**config.mk**
```make
export PLATFORM = sky130hd
export DESIGN_NAME = multi_btn_debouncer
export DESIGN_NICKNAME = d
export VERILOG_FILES = /design/src/rtl/btn_pkg.sv /design/src/rtl/btn_debounce_ch.sv /design/src/rtl/multi_btn_debouncer.sv
export SDC_FILE = /design/constraint.sdc
export NUM_CORES = 1
export LEC_CHECK = 0
export BUFFER_PORTS_ARGS = -buffer_cell sky130_fd_sc_hd__buf_2
export CORE_UTILIZATION = 45
export DETAILED_ROUTE_END_ITERATION = 16
export PLACE_DENSITY = 0.71
export RECOVER_POWER = 50
export REMOVE_ABC_BUFFERS = 1
export SLEW_MARGIN = 20
export SYNTH_ARGS = -nofsm -noshare
export SYNTH_HDL_FRONTEND = slang
export SYNTH_SLANG_ARGS = --single-unit
```
**constraint.sdc**
```tcl
create_clock -name clk -period 2.8 [get_ports clk]
set_input_delay 0.56 -clock clk [delete_from_list [all_inputs] [get_ports clk]]
set_output_delay 0.56 -clock clk [all_outputs]
set_load 0.01 [all_outputs]
```
**src/rtl/btn_pkg.sv**
```systemverilog
// Shared types and default timing for the multi-channel button debouncer.
package btn_pkg;

   typedef enum logic [1:0] {
      STABLE_LO = 2'd0,
      PEND_HI   = 2'd1,
      STABLE_HI = 2'd2,
      PEND_LO   = 2'd3
   } btn_state_t;

   localparam int DEF_N_CH            = 4;
   localparam int DEF_DEBOUNCE_CYCLES = 100000;
   localparam int DEF_SYNC_STAGES     = 2;
   localparam int DEF_LONG_CYCLES     = 50000000;

endpackage

```
**src/rtl/btn_debounce_ch.sv**
```systemverilog
// One button channel: synchroniser, 4-state debounce FSM and, with
// BTN_LONGPRESS_EN defined, a saturating hold counter for long-press strobes.
module btn_debounce_ch
   import btn_pkg::*;
#(
   parameter int DEBOUNCE_CYCLES = DEF_DEBOUNCE_CYCLES,
   parameter int SYNC_STAGES     = DEF_SYNC_STAGES
`ifdef BTN_LONGPRESS_EN
   ,
   parameter int LONG_CYCLES     = DEF_LONG_CYCLES
`endif
) (
   input  logic clk,
   input  logic rst_n,
   input  logic btn,
   output logic debounced,
   output logic press_pulse,
`ifdef BTN_LONGPRESS_EN
   output logic long_press,
`endif
   output logic release_pulse
);

   localparam int CW = $clog2(DEBOUNCE_CYCLES + 1);

   logic [SYNC_STAGES-1:0] sync_q, sync_d;
   btn_state_t             state_q, state_d;
   logic [CW-1:0]          cnt_q, cnt_d, cnt_inc;
   logic                   deb_q, deb_d;
   logic                   press_q, press_d;
   logic                   rel_q, rel_d;
   logic                   s;

   assign s       = sync_q[SYNC_STAGES-1];
   assign cnt_inc = cnt_q + CW'(1);

   // NOTE: every always_comb output gets a default first so no path can infer a latch.
   always_comb begin
      sync_d  = {sync_q[SYNC_STAGES-2:0], btn};
      state_d = state_q;
      cnt_d   = cnt_q;
      deb_d   = deb_q;
      press_d = 1'b0;
      rel_d   = 1'b0;
      case (state_q)
         STABLE_LO: if (s) begin
            state_d = PEND_HI;
            cnt_d   = CW'(1);
         end
         PEND_HI: if (!s) begin
            state_d = STABLE_LO;
            cnt_d   = '0;
         end else if (cnt_inc == CW'(DEBOUNCE_CYCLES)) begin
            state_d = STABLE_HI;
            cnt_d   = '0;
            deb_d   = 1'b1;
            press_d = 1'b1;
         end else begin
            cnt_d   = cnt_inc;
         end
         STABLE_HI: if (!s) begin
            state_d = PEND_LO;
            cnt_d   = CW'(1);
         end
         PEND_LO: if (s) begin
            state_d = STABLE_HI;
            cnt_d   = '0;
         end else if (cnt_inc == CW'(DEBOUNCE_CYCLES)) begin
            state_d = STABLE_LO;
            cnt_d   = '0;
            deb_d   = 1'b0;
            rel_d   = 1'b1;
         end else begin
            cnt_d   = cnt_inc;
         end
         default: begin
            state_d = STABLE_LO;
            cnt_d   = '0;
         end
      endcase
   end

`ifdef BTN_LONGPRESS_EN
   localparam int HW = $clog2(LONG_CYCLES + 1);

   logic [HW-1:0] hold_q, hold_d, hold_inc;
   logic          long_q, long_d;

   assign hold_inc = hold_q + HW'(1);

   // Only a genuine press restarts the hold; a rejected release glitch keeps counting.
   always_comb begin
      hold_d = hold_q;
      long_d = 1'b0;
      if (state_q == PEND_HI && state_d == STABLE_HI) begin
         hold_d = '0;
      end else if ((state_q == STABLE_HI || state_q == PEND_LO) &&
                   hold_q != HW'(LONG_CYCLES)) begin
         hold_d = hold_inc;
         long_d = (hold_inc == HW'(LONG_CYCLES));
      end
   end

   always_ff @(posedge clk or negedge rst_n) begin
      if (!rst_n) begin
         hold_q <= '0;
         long_q <= 1'b0;
      end else begin
         hold_q <= hold_d;
         long_q <= long_d;
      end
   end

   assign long_press = long_q;
`endif

   // NOTE: sequential state uses non-blocking assignments so all flops update together.
   always_ff @(posedge clk or negedge rst_n) begin
      if (!rst_n) begin
         sync_q  <= '0;
         state_q <= STABLE_LO;
         cnt_q   <= '0;
         deb_q   <= 1'b0;
         press_q <= 1'b0;
         rel_q   <= 1'b0;
      end else begin
         sync_q  <= sync_d;
         state_q <= state_d;
         cnt_q   <= cnt_d;
         deb_q   <= deb_d;
         press_q <= press_d;
         rel_q   <= rel_d;
      end
   end

   assign debounced     = deb_q;
   assign press_pulse   = press_q;
   assign release_pulse = rel_q;

endmodule

```
**src/rtl/multi_btn_debouncer.sv**
```systemverilog
// N_CH independent button debouncers; long_press port exists only with
// BTN_LONGPRESS_EN defined.
module multi_btn_debouncer
   import btn_pkg::*;
#(
   parameter int N_CH            = DEF_N_CH,
   parameter int DEBOUNCE_CYCLES = DEF_DEBOUNCE_CYCLES,
   parameter int SYNC_STAGES     = DEF_SYNC_STAGES
`ifdef BTN_LONGPRESS_EN
   ,
   parameter int LONG_CYCLES     = DEF_LONG_CYCLES
`endif
) (
   input  logic            clk,
   input  logic            rst_n,
   input  logic [N_CH-1:0] btn,
   output logic [N_CH-1:0] debounced_btn,
   output logic [N_CH-1:0] press_pulse,
`ifdef BTN_LONGPRESS_EN
   output logic [N_CH-1:0] long_press,
`endif
   output logic [N_CH-1:0] release_pulse
);

   for (genvar g = 0; g < N_CH; g++) begin : g_ch
      btn_debounce_ch #(
         .DEBOUNCE_CYCLES (DEBOUNCE_CYCLES),
         .SYNC_STAGES     (SYNC_STAGES)
`ifdef BTN_LONGPRESS_EN
         ,
         .LONG_CYCLES     (LONG_CYCLES)
`endif
      ) u_ch (
         .clk           (clk),
         .rst_n         (rst_n),
         .btn           (btn[g]),
         .debounced     (debounced_btn[g]),
         .press_pulse   (press_pulse[g]),
`ifdef BTN_LONGPRESS_EN
         .long_press    (long_press[g]),
`endif
         .release_pulse (release_pulse[g])
      );
   end

endmodule

```
Word level (Yosys, flattened, before mapping)
Index checks and enable logic that the tools add are counted.
{"block": "word_totals", "latch_bits": 0, "ramBits": 0, "elab_cells": 188, "output_inout_bits": 12, "mem_count": 0, "ff_bits": 96, "romBits": 0}
{"block": "op_classes", "n_eq_ne": 48, "n_mux": 92, "add_sub_neg": 4, "reduce_logical": 20, "magnitude_cmp": 0, "bitwise_logic": 0, "mul": 0, "shifts": 0, "n_div": 0}
{"op": "17-bit 2-to-1 mux", "n": 20}
{"op": "17-bit case mux with 4 select lines", "n": 4}
{"op": "17-bit by 1-bit adder with 17-bit output, second input constant", "n": 4}
{"op": "17-bit equality test, second input constant", "n": 4}
{"op": "2-bit 2-to-1 mux", "n": 24}
{"op": "1-bit 2-to-1 mux", "n": 36}
{"op": "2-bit by 1-bit != test with 1-bit output, second input constant", "n": 16}
{"op": "2-bit case mux with 4 select lines", "n": 4}
{"op": "5-bit AND reduction", "n": 4}
{"op": "2-bit equality test, second input constant", "n": 8}
{"op": "2-bit != test, second input constant", "n": 8}
{"op": "4-bit AND reduction", "n": 4}
{"op": "3-bit by 1-bit != test with 1-bit output, second input constant", "n": 4}
{"op": "3-bit != test, second input constant", "n": 4}
{"op": "2-bit by 1-bit equality test with 1-bit output, second input constant", "n": 4}
{"op": "2-bit zero test", "n": 4}
{"op": "1-bit case mux with 2 select lines", "n": 4}
{"op": "2-bit AND reduction", "n": 4}
{"op": "2-bit nonzero test", "n": 4}

Depth between registers and ports, before layout
Gate-level depths: netlist of the first run.
{"block": "depth", "word_depth": 5, "mapped_depth": 10}

Cells and area by module
From an unflattened synthesis of the first run, not the netlist that was laid out.
{"block": "hier_totals", "hier_cells": 668, "hier_area_um2": 6005.8}
{"module": "btn_debounce_ch at g_ch[0].u_ch ...", "n_inst": 3, "area_per_inst_um2": 1527.7, "cells_each": 172}
{"module": "btn_debounce_ch at g_ch[3].u_ch", "n_inst": 1, "area_per_inst_um2": 1422.6, "cells_each": 152}

Worst setup path before layout of the first run
No wires, ideal clock.
{"block": "synth_timing", "path_kind": "register to register", "startpoint": "register g_ch[0].u_ch.cnt_q[0]", "endpoint": "register g_ch[0].u_ch.deb_q", "synth_period_minus_slack_ns": 2.512, "t_arrival_ns": 2.388, "setup_slack_ns": 0.288, "path_stages_with_launch": 8, "required_time_ns": 2.676, "path_cell_list": "dfrtp_1 ha_1 nand3_2 or4_1 a2111oi_0 and4_2 nand3_2 a211o_1"}
{"block": "synth_between", "elab_chain_len": 4}
{"item": "from (decl)", "line": "btn_debounce_ch.sv:28", "text": "logic [CW-1:0] cnt_q, cnt_d, cnt_inc;"}
{"item": "from (signal assigned)", "line": "btn_debounce_ch.sv:129", "text": "cnt_q <= cnt_d;"}
{"item": "17-bit by 1-bit adder with 17-bit output (*)", "line": "btn_debounce_ch.sv:35", "text": "assign cnt_inc = cnt_q + CW'(1);"}
{"item": "17-bit equality test (*)", "line": "btn_debounce_ch.sv:53, btn_debounce_ch.sv:68"}
{"item": "2-bit by 1-bit != test with 1-bit output (no line)"}
{"item": "5-bit AND reduction (no line) (*)"}
{"item": "to (signal assigned)", "line": "btn_debounce_ch.sv:123", "text": "deb_q <= 1'b0;"}
{"item": "to (signal assigned)", "line": "btn_debounce_ch.sv:130", "text": "deb_q <= deb_d;"}
{"item": "to (decl)", "line": "btn_debounce_ch.sv:29", "text": "logic deb_q, deb_d;"}
Every way passes the cells marked *; elsewhere a longest branch is shown, timed or not.
A chain may end at the register's enable or synchronous reset.

Final worst setup path of the first run
Ends and elaborated chain as after synthesis.

==> results of run 1 <==
[state kept, by name (all words and copies together) (netlist names), named ones only]
signal                   flops
g_ch.u_ch.debounced          4
g_ch.u_ch.release_pulse      4
g_ch.u_ch.cnt_q             68
g_ch.u_ch.press_pulse        4
g_ch.u_ch.sync_q             8
g_ch.u_ch.state_q            4
[power groups by stage]
| stage | Clock [mW] | Combinational (mW) | Sequential, mW |
|---|---|---|---|
| after floorplan | 0 | 0.0913 | 1.47 |
| after global placement | 0 | 0.164 | 1.47 |
| after detailed placement | 0 | 0.168 | 1.48 |
| after CTS | 1.27 | 0.169 | 1.45 |
| after global routing | 1.31 | 0.189 | 1.45 |
| final | 1.23 | 0.164 | 1.45 |
[final timing paths]
check / startpoint / to / slack (ps) / depth (start not counted)
setup / recovery: g_ch[0].u_ch.cnt_q[0] / g_ch[0].u_ch.debounced / 120 / 7
hold / removal: btn[3] / g_ch[3].u_ch.sync_q[0] / 310 / 1
setup reg to reg: g_ch[0].u_ch.cnt_q[0] / g_ch[0].u_ch.debounced / 120 / 7
hold reg to reg: g_ch[1].u_ch.sync_q[0] / g_ch[1].u_ch.sync_q[1] / 350 / 0
max in group asynchronous: rst_n / g_ch[2].u_ch.cnt_q[1] / 730 / 2
min in group asynchronous: rst_n / g_ch[0].u_ch.cnt_q[5] / 570 / 1
[cells in the mapped netlist, drive strengths merged, types with 6 or more instances]
library cell  number
buf               25
xor2              13
and3               6
xnor2             15
nor4              11
a32o              14
dfrtp             96
or2                9
o21ai             27
a21oi             23
nand2             73
nand3             62
inv               21
and2               9
nand4             24
nor3               9
nor2              25
or3               26
mux2i             10
clkbuf            15
o21a               6
o31ai              7
or4                6
[kinds of logic after synthesis]
kind of cell	after synthesis	synth area share
fa+ha+maj	4	0.009038
simple gates	285	0.2802
buf+inv	61	0.05355
compound gates	121	0.1550
flops	96	0.4338
xor+xnor	28	0.04428
mux	13	0.02418
[cell type report]
cell class                      count  area share
Multi-Input combinational cell    451      0.4743
Sequential cell                    96      0.3989
Clock buffer                       10     0.03968
Timing Repair Buffer               34     0.03428
Tap cell                          147     0.03054
Inverter                           21     0.01309
Clock inverter                      6    0.009142
[placed cells by master (no fill, tap or decap), drive strengths merged, types with 15 or more instances in the layout]
master,instances
o21ai,27
nand3,62
or3,26
nor2,25
nand4,24
dfrtp,96
nand2,73
inv,27
buf,31
xnor2,15
a21oi,23
[stage by stage]
stage          std cells  area (um^2)
3_5_place_dp         746         5709
4_1_cts              762         6003
6_report             765         6022
3_3_place_gp         746         5709
2_1_floorplan        568         5320
5_1_grt              765         6022
[layer usage]
| layer | global-route usage | up-vias |
|---|---|---|
| met1 | 0.2470 | 2276 |
| li1 | - | 2235 |
| met5 | 0 | - |
| met4 | 0.07895 | 0 |
| met2 | 0.3185 | 123 |
| met3 | 0.03589 | 18 |
[timing repair]
| item | in CTS | in global routing |
|---|---|---|
| setup endpoints to repair | 0 | 22 |
| buffers inserted | 0 | 3 |
| resized for setup | 0 | 4 |
==> flow_summary.yaml, run 1 <==
logic_synthesis:
  synth_area_leaders: "dfrtp_1 43%, nand3_1 5.3%, nand2_1 4.9%"
  syn-cell-area_mm2: 0.005538
  synth_cell_type_count: 69
  synth.top_cell.area_share: 0.4338
  synth_edf_count: 0
  synth-seq-area-share: 0.4338
  yosys_warnings: 0
  synthArstFlopShare: 1.000
  synth_seq_cells: 96
  synthFlopType: "dfrtp_1"
  synthCells: 608
  syn_avg_cell_area_um2: 9.108
  synth_top_area_cell: "dfrtp_1"
pwr:
  swShare: 0.2562
  p_seq_frac: 0.510
  comb_power_share: 0.058
  p_int_mw: 2.118
  p_per_area_mw_per_mm2: 472.9
  pwr-share-clk: 0.433
  irDropWorstVdd_uv: 332.1
  p_leak_nw: 2.484
  finalPower_mw: 2.848
  p_sw_uw: 729.6
routing:
  wl_per_cell_um: 15.06
  ant_nets: 0
  num_vias: 4652
  drt_first_iter_violations: 238
  met2_length_um: 5487
  wl_met1_um: 5261
  dr.pass1.iters: 5
  dr_wl_met3_um: 537
  vias_per_cell: 6.081
  drt_drc_violations_left: 0
  drt-total-wl_um: 11520
  top_layer: "met4"
cts:
  htreeDepth: 3
  cts_tree: "yes"
  ctsLongestPathBuffers: 2
  clock_latency_ps: 350
  clock-sinks: 96
  cts_hold_buf: 0
  clk_pin_slew_ps: 70
  cts-root-buf: "clkbuf_16"
  cts-buffers-inserted: 9
final_layout:
  antenna_cells: 0
  seqCellArea_mm2: 0.002402
  multi_input_area_mm2: 0.002856
  area_growth_pct: 8.744
  n_fill_cell: 1084
  layout.nets: 623
  drive_above_1_share: 0.1294
  fin_util: 0.5014
placed_design:
  dp_hpwl_um: 7843
  pre_cts_slack_ps: 122.7
  port_buffers: 17
  place_congestion: 0.9005
critical_path:
  crit_required_ps: 3040
  slowest_stage: "or4_1"
  crit_arrival_ps: 2920
  worst_setup_path_end_kind: "flip-flop"
  path_delay_family: "simple AND/OR/NAND/NOR gates"
  cp_num_buf_inv: 0
  critPathKind: "reg -> reg"
  path_common_cell: "nand3_2"
  crit_chain: "ha_2 -> nand3_2 -> or4_1 -> a2111oi_0 -> and4_2 -> nand3_2 -> a211o_1"
  path_max_fanout: 6
  worstSetupStartpointType: "flip-flop"
  max_stage_delay_ps: 520
timing:
  setup_tns_ps: 0
  finalHoldViolCount: 0
  worst_pin_slew_ps: 1525
  slew_violations: 63
  fmax_mhz: 373.8
  min_period_over_period: 0.9555
  fin_crit_ps: 2675
  setup_viol: 0
  hold_ws_ps: 307.3
  rsz0062_at_grt: "false"
  relSlewSlack: -0.01664
  skew_ps: 9.352
  layout_setup_ws_ps: 124.7
grt:
  grt_util_all_layers: 0.1915
  antenna_found_initial: 0
  overflow: 0
  grt_pass1_wl_um: 19770
  grt_max_degree: 63
  grt_pass1_vias: 4288
die:
  die_y_um: 112.9
  ioPinCount: 18
  die_w_um: 112.9
  core_area_mm2: 0.01201
  die-area_mm2: 0.01275
  initial_core_util: 0.4610
  rows: 40
status:
  violations: "capacitance limit, slew limit"
  status: "finished, violations left"
min_path:
  hold_class: "in -> reg"
run:
  cap_violations: 1
(Power assumes the default switching activity.)
==> run 2, diff against run 1 <==
--- a/config.mk
+++ b/config.mk
@@ -5,6 +5,7 @@
 export SDC_FILE = /design/constraint.sdc
 export NUM_CORES = 1
 export LEC_CHECK = 0
+export ABC_AREA = 1
 export BUFFER_PORTS_ARGS = -buffer_cell sky130_fd_sc_hd__buf_2
 export CORE_UTILIZATION = 45
 export DETAILED_ROUTE_END_ITERATION = 16
==> run 2 against run 1 <==
The run now ends clean; sequential cell count did not move; synthesized cell count rose by 40%; via count rose by 18%; core utilization fell by 0.41 points; register-to-register slack improved by 390 ps; clock power fell by 7%; critical path type unchanged; largest power group unchanged.
==> flow_summary.yaml, run 2 <==
status:
  status: "finished, final reports clean"
logic_synthesis:
  synth_common_cells: "241 x nand2_1, 106 x nand3_1, 96 x dfrtp_1, 94 x inv_1, 92 x nor2_1"
  synthArstFlopShare: 1.000
  synth_seq_cells: 96
  synth_edf_count: 0
  post-synth-top-count-cell: "nand2_1"
  syn_avg_cell_area_um2: 7.176
  synth-seq-area-share: 0.3925
  synthFlopType: "dfrtp_1"
  synthCells: 853
  synth_cell_type_count: 37
  synth_top_area_cell: "dfrtp_1"
  yosys_warnings: 0
  synth.top_cell.area_share: 0.3925
  syn-cell-area_mm2: 0.006121
  synth_area_leaders: "dfrtp_1 39%, nand2_1 15%, nand3_1 8.7%"
grt:
  antenna_found_initial: 0
  grt_pass1_wl_um: 24720
  grt_util_all_layers: 0.2162
  overflow: 0
  grt_max_degree: 51
  grt_pass1_vias: 5209
cts:
  clk_pin_slew_ps: 60
  cts_tree: "yes"
  clock_latency_ps: 350
  htreeDepth: 3
  ctsResizeCount: 0
  cts-buffers-inserted: 9
  cts-root-buf: "clkbuf_16"
  cts_hold_buf: 0
  ctsLongestPathBuffers: 2
  clock-sinks: 96
  post_cts_buffers: 0
final_layout:
  antenna_cells: 0
  fin_cells: 1041
  stdcell_area_mm2: 0.006585
  multi_input_area_mm2: 0.003171
  regMostFlops: "g_ch.u_ch.cnt_q"
  top_regs: "g_ch.u_ch.cnt_q (68), g_ch.u_ch.sync_q (8)"
  final_common_cell: "nand2_1"
  seqCellArea_mm2: 0.002402
  final_cell_mix: "241 x nand2_1, 106 x nand3_1, 96 x dfrtp_1, 94 x inv_1, 92 x nor2_1"
  largest_reg_flops: 68
  n_fill_cell: 1362
  area_growth_pct: 7.584
  layout.nets: 870
  drive_above_1_share: 0.1075
  fin_util: 0.4973
pwr:
  p_leak_nw: 2.961
  pwr-share-clk: 0.398
  p_seq_frac: 0.521
  irDropWorstVdd_uv: 357.9
  finalPower_mw: 2.889
  p_int_mw: 2.127
  p_sw_uw: 762.7
  p_per_area_mw_per_mm2: 438.8
  swShare: 0.2640
  comb_power_share: 0.081
min_path:
  hold_end: "g_ch[0].u_ch.sync_q[0]"
  hold_class: "in -> reg"
  min_from: "btn[0]"
  hold_depth: 1
routing:
  drt_first_iter_violations: 426
  ant_nets: 0
  num_vias: 5510
  vias_per_cell: 5.293
  drt-total-wl_um: 14000
  dr.pass1.iters: 5
  drt_drc_violations_left: 0
  wl_per_cell_um: 13.45
die:
  die_w_um: 118.6
  core_area_mm2: 0.01324
  initial_core_util: 0.4622
  rows: 42
  die_y_um: 118.6
  die-area_mm2: 0.01407
  ioPinCount: 18
placed_design:
  dp_hpwl_um: 10400
  port_buffers: 17
  placed_area_mm2: 0.006321
  dp_cells: 1025
  place_congestion: 0.8986
  pre_cts_slack_ps: 538.4
critical_path:
  slowest_stage: "dfrtp_1"
  max_stage_delay_ps: 440
  path_delay_family: "simple AND/OR/NAND/NOR gates"
  cp_num_buf_inv: 0
  crit_arrival_ps: 2500
  timing.rr.start: "g_ch[3].u_ch.cnt_q[0]"
  ff2ff_setup_slack_ps: 520
  r2r_cells: 12
  worstSetupStartpointType: "flip-flop"
  critPathKind: "reg -> reg"
  path_common_cell: "nand2_1"
  worst_setup_path_end_kind: "flip-flop"
  path_max_fanout: 13
  crit_chain: "ha_1 -> nand3_2 -> nor2_2 -> nand2_1 -> nand2_1 -> nand2_1 -> nor2_1 -> nand2_1 -> nor2_1 -> nand3_2 -> nand2_2 -> o22ai_1"
  r2r-end: "g_ch[3].u_ch.cnt_q[12]"
  crit_required_ps: 3010
timing:
  slew_violations: 0
  finalHoldViolCount: 0
  relSlewSlack: 0.2231
  worst_pin_slew_ps: 1165
  setup_viol: 0
  setup_tns_ps: 0
  layout_setup_ws_ps: 515.4
  fmax_mhz: 437.7
  skew_ps: 7.941
  rsz0062_at_grt: "false"
  fin_crit_ps: 2285
  min_period_over_period: 0.8159
  hold_ws_ps: 311.2
run:
  cap_violations: 0
-- run 2: worst max-delay path by stage --
| stage | from | to | slack (ps) | cells after the start |
|---|---|---|---|---|
| finish | g_ch[3].u_ch.cnt_q[0] | g_ch[3].u_ch.cnt_q[12] | 520 | 12 |
| global route | g_ch[3].u_ch.cnt_q[0] | g_ch[3].u_ch.cnt_q[12] | 240 | 12 |
| CTS | g_ch[3].u_ch.cnt_q[0] | g_ch[3].u_ch.cnt_q[12] | 510 | 12 |
| detailed placement | g_ch[3].u_ch.cnt_q[0] | g_ch[3].u_ch.cnt_q[12] | 540 | 12 |
| global placement | g_ch[2].u_ch.cnt_q[0] | g_ch[2].u_ch.cnt_q[5] | 580 | 12 |
| floorplan | g_ch[2].u_ch.cnt_q[0] | g_ch[2].u_ch.cnt_q[10] | 930 | 12 |
-- run 2: cell families after synthesis --
group                    after synthesis  synth area share
XOR/XNOR                              19           0.03209
adder cells (fa/ha/maj)                4          0.008177
flip-flops                            96            0.3925
AND/OR/NAND/NOR                      540            0.4113
AO/OA/AOI/OAI                         63           0.06643
buffers and inverters                131           0.08953
-- run 2: area by class of cell --
cell class,count,area share
Timing Repair Buffer,21,0.01919
Sequential cell,96,0.3648
Clock inverter,3,0.002660
Inverter,106,0.06042
Tap cell,176,0.03344
Multi-Input combinational cell,626,0.4815
Clock buffer,13,0.03800
-- run 2: power by group through the flow --
| stage | logic [mW] | registers (mW) | clock network (mW) |
|---|---|---|---|
| 2_1_floorplan | 0.147 | 1.52 | 0 |
| 3_3_place_gp | 0.236 | 1.53 | 0 |
| 3_5_place_dp | 0.238 | 1.53 | 0 |
| 4_1_cts | 0.239 | 1.50 | 1.18 |
| 5_1_grt | 0.267 | 1.52 | 1.23 |
| 6_report | 0.234 | 1.51 | 1.15 |
-- run 2: routing by layer --
layer | vias up | GRT usage | part of all wire
met5 | - | 0 | 0
met4 | 0 | 0.06487 | 0.016
met3 | 28 | 0.04971 | 0.054
met2 | 136 | 0.3385 | 0.45
met1 | 2548 | 0.2972 | 0.48
li1 | 2798 | - | -
